## src/rtl/expr_eval.sv

```systemverilog
// Streaming recogniser/evaluator for ASCII "num (op num)*" expressions.
// It gives '*' precedence over '+'/'-' and uses one accumulate step per character.
module expr_eval #(
  parameter int WIDTH       = 32,
  parameter int MAX_DIGITS  = 4,
  parameter int ALLOW_MINUS = 1
) (
  input  logic             clk,
  input  logic             clr,
  input  logic             in_valid,
  input  logic [7:0]       in,
  output logic             out,
  output logic             err,
  output logic [WIDTH-1:0] result
);

  localparam int CNT_W = $clog2(MAX_DIGITS + 1);
  localparam logic [CNT_W-1:0]        CNT_MAX = CNT_W'(MAX_DIGITS);
  localparam logic signed [WIDTH-1:0] ONE     = WIDTH'(1);
  localparam logic signed [WIDTH-1:0] NEG_ONE = '1;
  localparam logic signed [WIDTH-1:0] TEN     = WIDTH'(10);

  typedef enum logic [1:0] {INIT, NUM, OPR, FAIL} state_t;

  state_t                   state, state_nxt;
  logic signed [WIDTH-1:0]  sum, sum_nxt;
  logic signed [WIDTH-1:0]  prod, prod_nxt;
  logic signed [WIDTH-1:0]  num, num_nxt;
  logic signed [WIDTH-1:0]  res, res_nxt;
  logic [CNT_W-1:0]         cnt, cnt_nxt;

  logic                     is_digit, is_mul, is_add, is_sub;
  logic signed [WIDTH-1:0]  dig, num_x10;

  // Modular multiply-accumulate; truncation to WIDTH is the intended wrap.
  function automatic logic signed [WIDTH-1:0] mac(
    input logic signed [WIDTH-1:0] s,
    input logic signed [WIDTH-1:0] p,
    input logic signed [WIDTH-1:0] n
  );
    return s + p * n;
  endfunction

  always_comb begin
    is_digit = (in >= 8'h30) && (in <= 8'h39);
    is_mul   = (in == 8'h2a);
    is_add   = (in == 8'h2b);
    is_sub   = (in == 8'h2d) && (ALLOW_MINUS != 0);
    dig      = '0;
    dig[3:0] = in[3:0];
    num_x10  = num * TEN + dig;
  end

  always_comb begin
    state_nxt = state;
    sum_nxt   = sum;
    prod_nxt  = prod;
    num_nxt   = num;
    cnt_nxt   = cnt;
    res_nxt   = res;
    if (in_valid) begin
      case (state)
        INIT, OPR: begin
          if (is_digit) begin
            state_nxt = NUM;
            num_nxt   = dig;
            cnt_nxt   = CNT_W'(1);
            res_nxt   = mac(sum, prod, dig);
          end else begin
            state_nxt = FAIL;
          end
        end
        NUM: begin
          if (is_digit) begin
            if (cnt < CNT_MAX) begin
              num_nxt = num_x10;
              cnt_nxt = cnt + CNT_W'(1);
              res_nxt = mac(sum, prod, num_x10);
            end else begin
              state_nxt = FAIL;
            end
          end else if (is_mul || is_add || is_sub) begin
            state_nxt = OPR;
            num_nxt   = '0;
            cnt_nxt   = '0;
            if (is_mul) begin
              prod_nxt = prod * num;
            end else begin
              // Closing a term: the sign of the next term rides in prod.
              sum_nxt  = mac(sum, prod, num);
              prod_nxt = is_sub ? NEG_ONE : ONE;
            end
          end else begin
            state_nxt = FAIL;
          end
        end
        default: ;
      endcase
    end
  end

  always_ff @(posedge clk or posedge clr) begin
    if (clr) begin
      state <= INIT;
      sum   <= '0;
      prod  <= ONE;
      num   <= '0;
      cnt   <= '0;
      res   <= '0;
    end else begin
      state <= state_nxt;
      sum   <= sum_nxt;
      prod  <= prod_nxt;
      num   <= num_nxt;
      cnt   <= cnt_nxt;
      res   <= res_nxt;
    end
  end

  assign out    = (state == NUM);
  assign err    = (state == FAIL);
  assign result = res;

endmodule

```

## config.mk

```make
export PLATFORM = sky130hd
export DESIGN_NAME = expr_eval
export DESIGN_NICKNAME = d
export VERILOG_FILES = /design/src/rtl/expr_eval.sv
export SDC_FILE = /design/constraint.sdc
export NUM_CORES = 2
export LEC_CHECK = 0
export ABC_AREA = 1
export CAP_MARGIN = 20
export CORE_ASPECT_RATIO = 2
export CORE_MARGIN = 5
export CORE_UTILIZATION = 55
export CTS_CLUSTER_DIAMETER = 60
export CTS_CLUSTER_SIZE = 30
export DETAILED_ROUTE_END_ITERATION = 6
export PLACE_DENSITY = 0.71
export SETUP_SLACK_MARGIN = 0.15
export SYNTH_ARGS = -nofsm -noshare
export SYNTH_HDL_FRONTEND = slang
export SYNTH_SLANG_ARGS = --single-unit
```

## constraint.sdc

```tcl
create_clock -name clk -period 11.3 [get_ports clk]
set_input_delay 2.26 -clock clk [delete_from_list [all_inputs] [get_ports clk]]
set_output_delay 2.26 -clock clk [all_outputs]
set_load 0.02 [all_outputs]
```

=== Yosys cells after proc, flatten, opt, wreduce, memory -nomap -nowiden ===
Index checks and enable logic that the tools add are counted.

* Output and inout port bits: 34
* Register bits: 133
* Bits of input ports: 11

* $lt $le $gt $ge: 3
* Bitwise logic cells: 2
* Muxes and demuxes: 21
* Reduce and logical (&&, ||, !) cells: 11
* Add/subtract/negate cells: 5
* $mul: 4
* Equality and inequality tests: 12

{| class="wikitable"
|+ Operators by type and width
! kind !! count
|-
| $mux W32 || 9
|-
| $pmux W32 S2 || 2
|-
| $add A32 B32 Y32 || 3
|-
| $mul A32 B32 Y32 || 2
|-
| $add A32 B5 Y32 || 1
|-
| $mul A32 B4 Y31 const B || 1
|-
| $mul A32 B5 Y32 || 1
|-
| $eq A8 B6 Y1 const B || 3
|-
| $reduce_and A5 Y1 || 3
|-
| $mux W3 || 4
|-
| $ge A8 B6 Y1 const B || 1
|-
| $le A8 B6 Y1 const B || 1
|-
| $mux W2 || 3
|-
| $pmux W3 S2 || 1
|-
| $eq A2 B2 Y1 const B || 2
|-
| $ne A2 B1 Y1 const B || 2
|-
| $pmux W2 S2 || 1
|-
| $reduce_and A4 Y1 || 1
|-
| $add A3 B1 Y3 const B || 1
|-
| $lt A3 B3 Y1 const B || 1
|-
| $ne A3 B1 Y1 const B || 1
|-
| $ne A3 B2 Y1 const B || 1
|-
| $ne A3 B3 Y1 const B || 1
|-
| $reduce_and A3 Y1 || 1
|-
| 9 further kinds || 11
|}

=== Longest topological paths before layout ===
* Depth after elaboration: 7
* Mapped depth: 54
* Depth with buffers taken out: 53

=== Worst setup path after synthesis ===
No wires, ideal clock.

* Path kind: input to register
* Start: input in[1]
* End: register res[29] (netlist: result[29])
* Required time: 11.183 ns
* Setup time: 0.117 ns
* Stages: 37
* Path slack: 1.566 ns
* Data arrival time: 9.616 ns
* Cells stage by stage: ha_1 > fa_1 > nand2_1 > nand2_1 > nand3_1 > nor2_2 > nand2_2 > nand2_1 > inv_1 > clkbuf_1 > nand2_1 > fa_1 > inv_1 > fa_1 > fa_1 > inv_1 > fa_1 > fa_1 > fa_1 > inv_1 > fa_1 > inv_1 > fa_1 > inv_1 > ha_1 > a21oi_1 > o21ai_0 > a21boi_0 > o21ai_1 > a21boi_0 > o21ai_1 > nand3_1 > nand3b_1 > nand3_1 > nand2_1 > nand2_1 > nand2_1

* Longest elaborated chain between the ends: 6
* Elaborated cells between the ends (all ways): 15
* Those cells by class: add/sub: 3; mul: 2; order compare: 2; eq/ne: 2; mux: 4; reduce/logical: 2

{| class="wikitable"
|+ RTL lines
! item !! line !! text
|-
| start: declaration || 11 || <nowiki>input logic [7:0] in,</nowiki>
|-
| $add A32 B5 Y32 || 51 || <nowiki>num_x10 = num * TEN + dig;</nowiki>
|-
| $mul A32 B32 Y32 || 41 || <nowiki>return s + p * n;</nowiki>
|-
| $add A32 B32 Y32 || 41 ||
|-
| $mux W32 || 75 || <nowiki>if (cnt < CNT_MAX) begin</nowiki>
|-
| $mux W32 || 74 || <nowiki>if (is_digit) begin</nowiki>
|-
| $pmux W32 S2 || 62 || <nowiki>case (state)</nowiki>
|-
| end signal: assignment || 116 || <nowiki>res <= res_nxt;</nowiki>
|-
| end: declaration || 29 || <nowiki>logic signed [WIDTH-1:0] res, res_nxt;</nowiki>
|}

Several ways; a longest one is shown, not always the timed one. The select of a mux whose other input is x is not followed.
A chain may end at the register's enable or synchronous reset.

=== Worst setup path in the final report ===
Ends and elaborated chain as after synthesis.

==> results.cfg <==
[floorplan]
ios = 45
start_util = 0.552
core-area_sq_um = 86700
rows = 153
die_w_um = 219
die_area_sq_um = 93300
die_h_um = 427

[cells_and_area]
multi_input_area_sq_um = 37300
seq_area_sq_um = 3340
layout-drive-gt1-share = 0.0356
nNetsFinal = 7597
diodes = 0
post-route-util = 0.580
fill_cells = 8117
syn2layout_area_growth_pct = 5.15

[setup_path]
path_buf_inv = 8
criticalPathCategory = input port to register
cp_top_family = adder cells
critPathMostFrequentCell = nand2_1
max_stage_delay_ps = 540
slowest_stage = fa_1
cp.required_ps = 11690
critPathMaxFanout = 9
endpoint_kind = register
cp-start-kind = input port
cp.arrival_ps = 10980

[clocking]
cts_sinks = 133
cts_setup_buffers = 0
cts_tree = yes
cts_buffers = 17
h-tree-depth = 4
cts-root-buf = clkbuf_16
cts_buffer_depth = 2
insertion_delay_ps = 510
path_clk_slew_ps = 70

[outcome]
outcome = finished, final reports clean

[power_and_ir_drop]
vdd_drop_max_mv = 0.384
p_leak_nw = 29.1
pwr_density_cell_nw_per_um2 = 225

[sta]
rsz0062_at_grt = false
tns_ps = 0
fin_crit_sh = 0.937
worst_slew_pin_slew_ps = 1090
finalSetupViolations = 0
fin_worst_skew_ps = 21.5
hold_viol_final = 0
drv_slew = 0
post-route-min-period_ps = 10590
max_slew_margin = 0.275
fmax_mhz = 94.4

[routing]
drt-total-wl_mm = 157
ant_nets = 0
vias = 40600
drc = 0
drt-initial-drc-count = 2384
dr.pass1.iters = 7
post_drt_wl_per_cell_um = 21.2
via_per_inst = 5.51

[global_route]
grt_start_max_net_pins = 75
grt_overflow = 0
antenna_found_initial = 1
grt_pass1_vias = 45200
grt_usage = 0.349
grt_first_pass_wirelength_mm = 247

[synth]
ys_top_cells_by_count = 1,662 x inv_1, 1,652 x nand2_1, 935 x fa_1, 452 x ha_1, 287 x nor2_1
avgSynthCellArea_sq_um = 7.63
yosysTopAreaCell = fa_1
async_flop_share = 1.00
synthTopCellsByArea = fa_1 39%, inv_1 13%, nand2_1 13%, ha_1 12%, dfrtp_1 6.9%
yosys_warnings = 0
yosys.cell_count.top_type = inv_1
netlist_area_sq_um = 47800
synthFlopType = dfrtp_1
synth.yosys.seq_area_share = 0.0696
synth_cells = 6272
synth_top_area_share = 0.391
synth_edf_count = 0
synth_nets = 7670
ys_types = 51
synth_seq_cells = 133

[worst_hold_path]
min_path_type = register to register

[placement]
gp_congestion = 1.01
port_buffers = 44
hpwl_mm = 130

[flow_run]
max_cap_viol_count = 0
-- cells by family (layout without fill, tap and decap cells) --
| group | after synthesis | after routing | synth area share |
|---|---|---|---|
| AO/OA/AOI/OAI | 436 | 436 | 0.0522 |
| XOR/XNOR | 170 | 170 | 0.0311 |
| adder cells (fa/ha/maj) | 1387 | 1387 | 0.510 |
| buffers and inverters | 1927 | 1867 | 0.151 |
| flip-flops | 133 | 133 | 0.0696 |
| AND/OR/NAND/NOR | 2219 | 2219 | 0.186 |
-- flip-flops by register name, summed over array words and instances, names as in the netlist --
register,flops
cnt,3
sum,32
result,32
num,32
state,2
prod,32
-- path summary, 6_finish.rpt --
path,start,end,slack (ps),cells after the start
max,in[1],result[29],710,39
min in group asynchronous,clr,result[0],2290,2
max in group asynchronous,clr,num[26],7560,3
max reg2reg,num[2],result[29],1490,41
min reg2reg,result[21],result[21],480,2
min,result[21],result[21],480,2
-- worst reg2reg max path, delay by kind of cell, from the launching register on --
| family | cells | cell delay [ps] |
|---|---|---|
| simple gates | 18 | 1920 |
| compound gates | 5 | 1180 |
| buf+inv | 7 | 950 |
| flops | 1 | 390 |
| fa+ha+maj | 11 | 5280 |
-- cell type report --
class / count / area share
clock buffers: 17 / 0.00846
well taps: 1162 / 0.0289
flip-flops and latches: 133 / 0.0665
repair buffers: 153 / 0.0255
clock inverters: 15 / 0.00348
multi-input cells: 4212 / 0.741
inverters: 1682 / 0.126
-- layer usage --
layer	track usage	up-vias	part of all wire
li1	-	18100	-
met1	0.333	20100	0.31
met2	0.642	1648	0.52
met3	0.0447	780	0.052
met4	0.313	2	0.12
met5	0	-	0.000045
-- what timing repair did --
item,in CTS,in global routing
setup endpoints to repair,0,4
resized for setup,0,3
hold buffers,0,0
-- power by group --
part | internal (W) | switching (W) | leakage [nW] | total, W
Combinational | 0.00395 | 0.00622 | 27.2 | 0.0102
Clock | 0.000317 | 0.000306 | 0.291 | 0.000623
Sequential | 0.000503 | 0.0000253 | 1.63 | 0.000528
Total | 0.00477 | 0.00655 | 29.1 | 0.0113
-- cells in the final DEF, fill, tap and decap left out, types with 4 or more instances in the layout --
master	synthesis	routed
a21boi_0	8	8
a21oi_1	169	168
nor2_1	287	285
clkbuf_16	0	17
o21bai_1	9	9
o21ai_1	22	22
nand3_2	6	6
inv_2	9	9
or2_2	5	5
dfrtp_2	0	10
xnor2_1	91	91
dfrtp_1	132	122
clkdlybuf4s50_1	0	44
inv_1	1662	1661
nor2_4	6	7
a2bb2oi_1	6	6
xor2_1	79	79
o21ai_0	127	126
ha_1	452	452
buf_4	0	107
o31ai_1	5	5
o221ai_1	4	4
nand3b_1	7	7
clkinv_1	11	10
o21a_1	19	19
nand2_2	21	22
a22oi_1	31	31
nor2_2	9	10
nand4_1	42	42
nand3_1	159	159
nand2_1	1652	1651
o211ai_1	7	7
a21boi_1	12	12
fa_1	935	935
inv_6	0	4
inv_8	0	7
nor3_1	16	16
-- per-stage QoR --
stage	power, W	cell area, sq um	hold slack (ps)	instances	worst slack (ps)
floorplan	0.00744	47800	470	6272	1570
finish	0.0113	50300	485	7374	709
global placement	0.0105	49700	464	7342	151
CTS	0.0113	50300	486	7374	642
detailed placement	0.0105	49700	466	7342	125
global route	0.0127	50300	515	7374	151
No activity file was read; power rests on OpenSTA's default activity.
